$ cat src/rtl/seq_alu.sv
// seq_alu: multi-cycle ALU with a start/busy/done handshake. ADD/SUB/AND/ORR finish in one cycle; MUL/UMULL/SMULL/UDIV iterate.
// Define SEQ_ALU_EARLY_TERM_EN to let multiplies exit as soon as the remaining multiplier bits are zero.
module seq_alu #(
  parameter int WIDTH = 32
) (
  input  logic             clk,
  input  logic             reset,
  input  logic             start,
  input  logic [2:0]       ALUControl,
  input  logic [WIDTH-1:0] A,
  input  logic [WIDTH-1:0] B,
  output logic             busy,
  output logic             done,
  output logic [WIDTH-1:0] Result,
  output logic [WIDTH-1:0] ResultExtra,
  output logic [3:0]       ALUFlags
);

  localparam int CW = (WIDTH > 1) ? $clog2(WIDTH) : 1;
  localparam logic [CW-1:0] CNT_INIT = CW'(WIDTH - 1);

  typedef enum logic [1:0] {IDLE, MUL, DIV, FIN} state_t;

  state_t             state_q, state_d;
  logic [2:0]         op_q, op_d;
  logic [WIDTH-1:0]   a_q, a_d;
  logic [WIDTH-1:0]   b_q, b_d;
  logic               neg_q, neg_d;
  logic [2*WIDTH-1:0] acc_q, acc_d;
  logic [CW-1:0]      cnt_q, cnt_d;
  logic [WIDTH-1:0]   result_q, result_d;
  logic [WIDTH-1:0]   extra_q, extra_d;
  logic [3:0]         flags_q, flags_d;
  logic               done_q, done_d;

  logic [WIDTH:0]     mulSum;
  logic [2*WIDTH-1:0] mulNext;
  logic               mulLast;
  logic [WIDTH:0]     divShift;
  logic               divGe;
  logic [2*WIDTH-1:0] divNext;
  logic [2*WIDTH-1:0] prodAligned;
  logic [WIDTH:0]     addSum;
  logic [WIDTH:0]     subSum;
  logic [WIDTH-1:0]   finResult;
  logic [WIDTH-1:0]   finExtra;
  logic               finC, finV, finN, finZ, longOp;

  // One shift-add multiply step and one restoring-divide step, both working on acc_q.
  always_comb begin
    mulSum   = {1'b0, acc_q[2*WIDTH-1:WIDTH]} + (b_q[0] ? {1'b0, a_q} : '0);
    mulNext  = {mulSum, acc_q[WIDTH-1:1]};
    divShift = {acc_q[2*WIDTH-1:WIDTH], acc_q[WIDTH-1]};
    divGe    = (divShift >= {1'b0, b_q});
    divNext  = {(divGe ? (divShift[WIDTH-1:0] - b_q) : divShift[WIDTH-1:0]),
                acc_q[WIDTH-2:0], divGe};
`ifdef SEQ_ALU_EARLY_TERM_EN
    mulLast = (cnt_q == '0) || (b_q[WIDTH-1:1] == '0);
    // An early exit leaves cnt_q shifts outstanding; a negated product needs sign fill.
    if (neg_q) prodAligned = $unsigned($signed(acc_q) >>> cnt_q);
    else       prodAligned = acc_q >> cnt_q;
`else
    mulLast     = (cnt_q == '0);
    prodAligned = acc_q;
`endif
  end

  always_comb begin
    addSum    = {1'b0, a_q} + {1'b0, b_q};
    subSum    = {1'b0, a_q} + {1'b0, ~b_q} + (WIDTH+1)'(1);
    finResult = '0;
    finExtra  = '0;
    finC      = 1'b0;
    finV      = 1'b0;
    longOp    = 1'b0;
    case (op_q)
      3'b000: begin
        finResult = addSum[WIDTH-1:0];
        finC      = addSum[WIDTH];
        finV      = (a_q[WIDTH-1] == b_q[WIDTH-1]) && (addSum[WIDTH-1] != a_q[WIDTH-1]);
      end
      3'b001: begin
        finResult = subSum[WIDTH-1:0];
        finC      = subSum[WIDTH];
        finV      = (a_q[WIDTH-1] != b_q[WIDTH-1]) && (subSum[WIDTH-1] != a_q[WIDTH-1]);
      end
      3'b010: finResult = a_q & b_q;
      3'b011: finResult = a_q | b_q;
      3'b100: finResult = prodAligned[WIDTH-1:0];
      3'b101, 3'b110: begin
        {finExtra, finResult} = prodAligned;
        longOp                = 1'b1;
      end
      default: begin
        finResult = acc_q[WIDTH-1:0];
        finExtra  = acc_q[2*WIDTH-1:WIDTH];
        finV      = (b_q == '0);
      end
    endcase
    finN = longOp ? finExtra[WIDTH-1] : finResult[WIDTH-1];
    finZ = longOp ? (prodAligned == '0) : (finResult == '0);
  end

  always_comb begin
    state_d  = state_q;
    op_d     = op_q;
    a_d      = a_q;
    b_d      = b_q;
    neg_d    = neg_q;
    acc_d    = acc_q;
    cnt_d    = cnt_q;
    result_d = result_q;
    extra_d  = extra_q;
    flags_d  = flags_q;
    done_d   = 1'b0;
    case (state_q)
      IDLE: begin
        if (start) begin
          op_d  = ALUControl;
          a_d   = A;
          b_d   = B;
          neg_d = 1'b0;
          acc_d = '0;
          cnt_d = CNT_INIT;
          case (ALUControl)
            3'b100, 3'b101: state_d = MUL;
            3'b110: begin
              state_d = MUL;
              neg_d   = A[WIDTH-1] ^ B[WIDTH-1];
              a_d     = A[WIDTH-1] ? -A : A;
              b_d     = B[WIDTH-1] ? -B : B;
            end
            3'b111: begin
              state_d = DIV;
              acc_d   = {{WIDTH{1'b0}}, A};
            end
            default: state_d = FIN;
          endcase
        end
      end
      MUL: begin
        b_d = b_q >> 1;
        if (mulLast) begin
          state_d = FIN;
          acc_d   = neg_q ? -mulNext : mulNext;
        end else begin
          acc_d = mulNext;
          cnt_d = cnt_q - CW'(1);
        end
      end
      DIV: begin
        acc_d = divNext;
        if (cnt_q == '0) state_d = FIN;
        else             cnt_d   = cnt_q - CW'(1);
      end
      FIN: begin
        state_d  = IDLE;
        done_d   = 1'b1;
        result_d = finResult;
        extra_d  = finExtra;
        flags_d  = {finN, finZ, finC, finV};
      end
      default: state_d = IDLE;
    endcase
  end

  always_ff @(posedge clk or negedge reset) begin
    if (!reset) begin
      state_q  <= IDLE;
      op_q     <= '0;
      a_q      <= '0;
      b_q      <= '0;
      neg_q    <= 1'b0;
      acc_q    <= '0;
      cnt_q    <= '0;
      result_q <= '0;
      extra_q  <= '0;
      flags_q  <= '0;
      done_q   <= 1'b0;
    end else begin
      state_q  <= state_d;
      op_q     <= op_d;
      a_q      <= a_d;
      b_q      <= b_d;
      neg_q    <= neg_d;
      acc_q    <= acc_d;
      cnt_q    <= cnt_d;
      result_q <= result_d;
      extra_q  <= extra_d;
      flags_q  <= flags_d;
      done_q   <= done_d;
    end
  end

  assign busy        = (state_q != IDLE);
  assign done        = done_q;
  assign Result      = result_q;
  assign ResultExtra = extra_q;
  assign ALUFlags    = flags_q;

endmodule

$ cat config.mk
export PLATFORM = sky130hd
export DESIGN_NAME = seq_alu
export DESIGN_NICKNAME = d
export VERILOG_FILES = /design/src/rtl/seq_alu.sv
export SDC_FILE = /design/constraint.sdc
export NUM_CORES = 1
export LEC_CHECK = 0
export CAP_MARGIN = 10
export CELL_PAD_IN_SITES_DETAIL_PLACEMENT = 2
export CELL_PAD_IN_SITES_GLOBAL_PLACEMENT = 2
export CORE_UTILIZATION = 25
export CTS_BUF_LIST = sky130_fd_sc_hd__clkbuf_2
export DETAILED_ROUTE_END_ITERATION = 12
export PLACE_DENSITY = 0.63
export SYNTH_ARGS = -nofsm -noshare
export SYNTH_HDL_FRONTEND = slang
export SYNTH_SLANG_ARGS = --single-unit
$ cat constraint.sdc
create_clock -name clk -period 7.5 [get_ports clk]
set_clock_uncertainty 0.2 [all_clocks]
set_input_delay 1.875 -clock clk [delete_from_list [all_inputs] [get_ports clk]]
set_output_delay 1.875 -clock clk [all_outputs]
set_load 0.01 [all_outputs]
==> flow_summary.json <==
{
  "status": "complete, no violations",
  "combPwrFrac_pct": 74.6,
  "synth-main-ff-cell": "dfrtp_1",
  "internal-power_mw": 5.30,
  "clkPwrFrac_pct": 7.3,
  "synthesis.instances": 2875,
  "utilization_pct": 28.8,
  "synthTopCellsByArea": "dfrtp_1 24%, ha_1 9.7%, a21oi_1 6.6%, o21ai_0 5.5%, nor2_1 5.1%",
  "ant_nets": 0,
  "dieArea_sq_mm": 0.0887,
  "seq_area_frac_synth_pct": 23.8,
  "die_x_microns": 298,
  "viasPerCell": 5.69,
  "grt-ovfl-total": 0,
  "cp.arrival_ps": 6200,
  "max-slew-margin-rel_pct": 25.4,
  "multi_input_area_sq_mm": 0.0155,
  "vias": 23600,
  "worst_hold_path_type": "reg -> reg",
  "ios": 140,
  "final.setup.tns_ps": 0,
  "synth_top_area_cell": "dfrtp_1",
  "clk_root_buffer_cell": "clkbuf_2",
  "coreArea_sq_mm": 0.0868,
  "required_ps": 8380,
  "nFillCells": 10200,
  "crit_fanout": 12,
  "final_cells": 4148,
  "finalMaxSlewViolations": 0,
  "synth_common_cells": "295 x nor2_1, 288 x a21oi_1, 274 x nand2_1",
  "seq_area_sq_mm": 0.00521,
  "clk-insertion-delay-late_ps": 1140,
  "cts_buffer_depth": 3,
  "clk_pin_slew_ps": 140,
  "p_sw_share_pct": 61.4,
  "postCtsSetupBuffers": 0,
  "rsz0062_at_grt": "no",
  "hold_viol_final": 0,
  "ys_async_sr_fraction_pct": 100,
  "dp_hpwl_microns": 91200,
  "cp_slowest_stage_delay_ps": 900,
  "io_buffers": 139,
  "dieHeight_microns": 298,
  "leakage_nw": 10.3,
  "grt_pass1_wl_microns": 170000,
  "hold_buffers": 0,
  "drt_iter0_markers": 1522,
  "drc": 0,
  "gp_congestion": 1.01,
  "finalInstanceArea_sq_mm": 0.0250,
  "synth_most_common_cell": "nor2_1",
  "layout-area-overhead-vs-synth_pct": 14.1,
  "drive_gt1_share_pct": 7.80,
  "worst_pin_slew_ps": 1110,
  "grt_max_degree": 123,
  "fmaxAchievable_mhz": 188,
  "seqPwrFrac_pct": 18.1,
  "cts_buffers": 68,
  "final.min_clock_period_ps": 5320,
  "cts_sinks": 208,
  "worstSetupEndpointType": "flop",
  "power_density_mw_per_mm2": 549,
  "cap_violations": 0,
  "h-tree-depth": 3,
  "ir_worst_vdd_v": 0.000245,
  "dp_cells": 4030,
  "antenna_found_initial": 6,
  "dr.pass1.iters": 7,
  "synth_cell_types": 103,
  "synth_edf_count": 0,
  "fin_nets": 3188,
  "finalSetupViolCount": 0,
  "cts_resized": 0,
  "synth_fp_nets": 3118,
  "drt_wl_total_microns": 114000,
  "start_util_pct": 25.2,
  "place_area_sq_mm": 0.0244,
  "p_sw_mw": 8.42,
  "slowest_stage": "nor4_1",
  "grt_pass1_vias": 25200,
  "ys_seq_elements": 208,
  "critPathKind": "reg -> reg",
  "cts_tree": "done",
  "period_share_pct": 70.9,
  "cp_cell_sequence": "inv_1 > ha_1 > nor4_1 > o2111ai_1 > a41oi_1 > nor2_1 > a211o_1 > a311o_1 > nor4_1 > nand4_1 > nand2_1",
  "fin_hold_ws_ps": 287,
  "crit_top_cell": "nor4_1",
  "rows": 108,
  "synth_warnings": 0,
  "track_usage_pct": 25.4,
  "wire_per_inst_microns": 27.5,
  "synth_area_per_cell_sq_um": 7.61,
  "worstSetupStartpointType": "flop",
  "synth_top_area_share_pct": 23.8,
  "syn-cell-area_sq_mm": 0.0219
}
## flip-flops by register name, indices dropped and copies added (netlist names)
| signal | flops |
|---|---|
| op_q | 3 |
| ResultExtra | 32 |
| done | 1 |
| Result | 32 |
| a_q | 32 |
| neg_q | 1 |
| ALUFlags | 4 |
| acc_q | 64 |
| b_q | 32 |
| cnt_q | 5 |
| state_q | 2 |
## final cells by class
class | count | share of cell area (%)
flip-flops and latches | 208 | 20.8
multi-input cells | 2339 | 62.0
inverters | 157 | 2.36
well taps | 1155 | 5.79
clock buffers | 90 | 1.80
diodes | 4 | 0.0401
repair buffers | 171 | 6.60
clock inverters | 24 | 0.591
## worst max-delay path: cells and delay by family (launching register included)
family          cells  cell delay, ps
fa+ha+maj           1             520
flops               1             530
buf+inv             1             240
compound gates      4            1880
simple gates        5            1900
## stage by stage
stage                     worst slack [ps]  power, mW
final                                 2180       13.7
after global routing                  1790       14.7
after CTS                             2230       13.6
after detailed placement              1370       12.5
after global placement                1490       12.2
after floorplan                       2920       8.55
## logic make-up (layout without fill, tap and decap cells)
family | after synthesis | after routing | share of synthesized area [%]
DFF | 208 | 208 | 23.8
adders and majority gates | 173 | 173 | 10.0
and+or+nand+nor | 910 | 910 | 20.1
xor gates and xnor gates | 167 | 167 | 6.68
AOI/OAI and AO/OA | 1043 | 1043 | 31.3
buffers and inverters | 328 | 442 | 5.81
muxes | 46 | 46 | 2.29
other | 0 | 4 | 0
## placed cells by master, fill, tap and decap left out, types with 25 or more instances in the layout
cell type        Yosys  routed
a211oi_1            41      41
a21o_1              51      51
a21oi_1            288     288
a22o_1              56      56
a22oi_1             25      25
a31oi_1             33      33
buf_4                1      31
clkbuf_2             0      90
clkdlybuf4s50_1      0     138
dfrtp_1            208     206
ha_1               169     166
inv_1              155     155
nand2_1            274     273
nand2b_1            26      26
nand3_1             37      37
nand4_1             32      32
nor2_1             295     291
nor3_1              44      43
nor4_1              37      37
o211ai_1            37      37
o21ai_0            239     239
o31ai_1             41      41
xnor2_1             98      98
xor2_1              69      69
## path summary, 6_finish.rpt
kind | slack [ps] | depth (start not counted) | end | from
max reg2reg | 2180 | 11 | ALUFlags[2] | a_q[14]
max in group asynchronous | 5270 | 2 | Result[30] | reset
min reg2reg | 290 | 1 | Result[22] | Result[22]
max | 2180 | 11 | ALUFlags[2] | a_q[14]
min | 290 | 1 | Result[22] | Result[22]
min in group asynchronous | 540 | 1 | acc_q[3] | reset
## routing by layer
metal / routed length (microns) / global-route usage [%] / up-vias
li1: - / - / 10700
met1: 53300 / 34.9 / 12100
met2: 50600 / 40.1 / 650
met3: 5900 / 3.63 / 154
met4: 4420 / 9.40 / 2
met5: 13 / 0 / -
## power by group through the flow
stage | sequential, mW | clock (mW) | combinational, mW
after floorplan | 2.03 | 0 | 6.52
after global placement | 2.47 | 0 | 9.75
after detailed placement | 2.50 | 0 | 10.0
after CTS | 2.48 | 1.06 | 10.1
after global routing | 2.54 | 1.10 | 11.0
final | 2.48 | 1.01 | 10.2
Note: power is estimated with default switching activity, not from simulation.
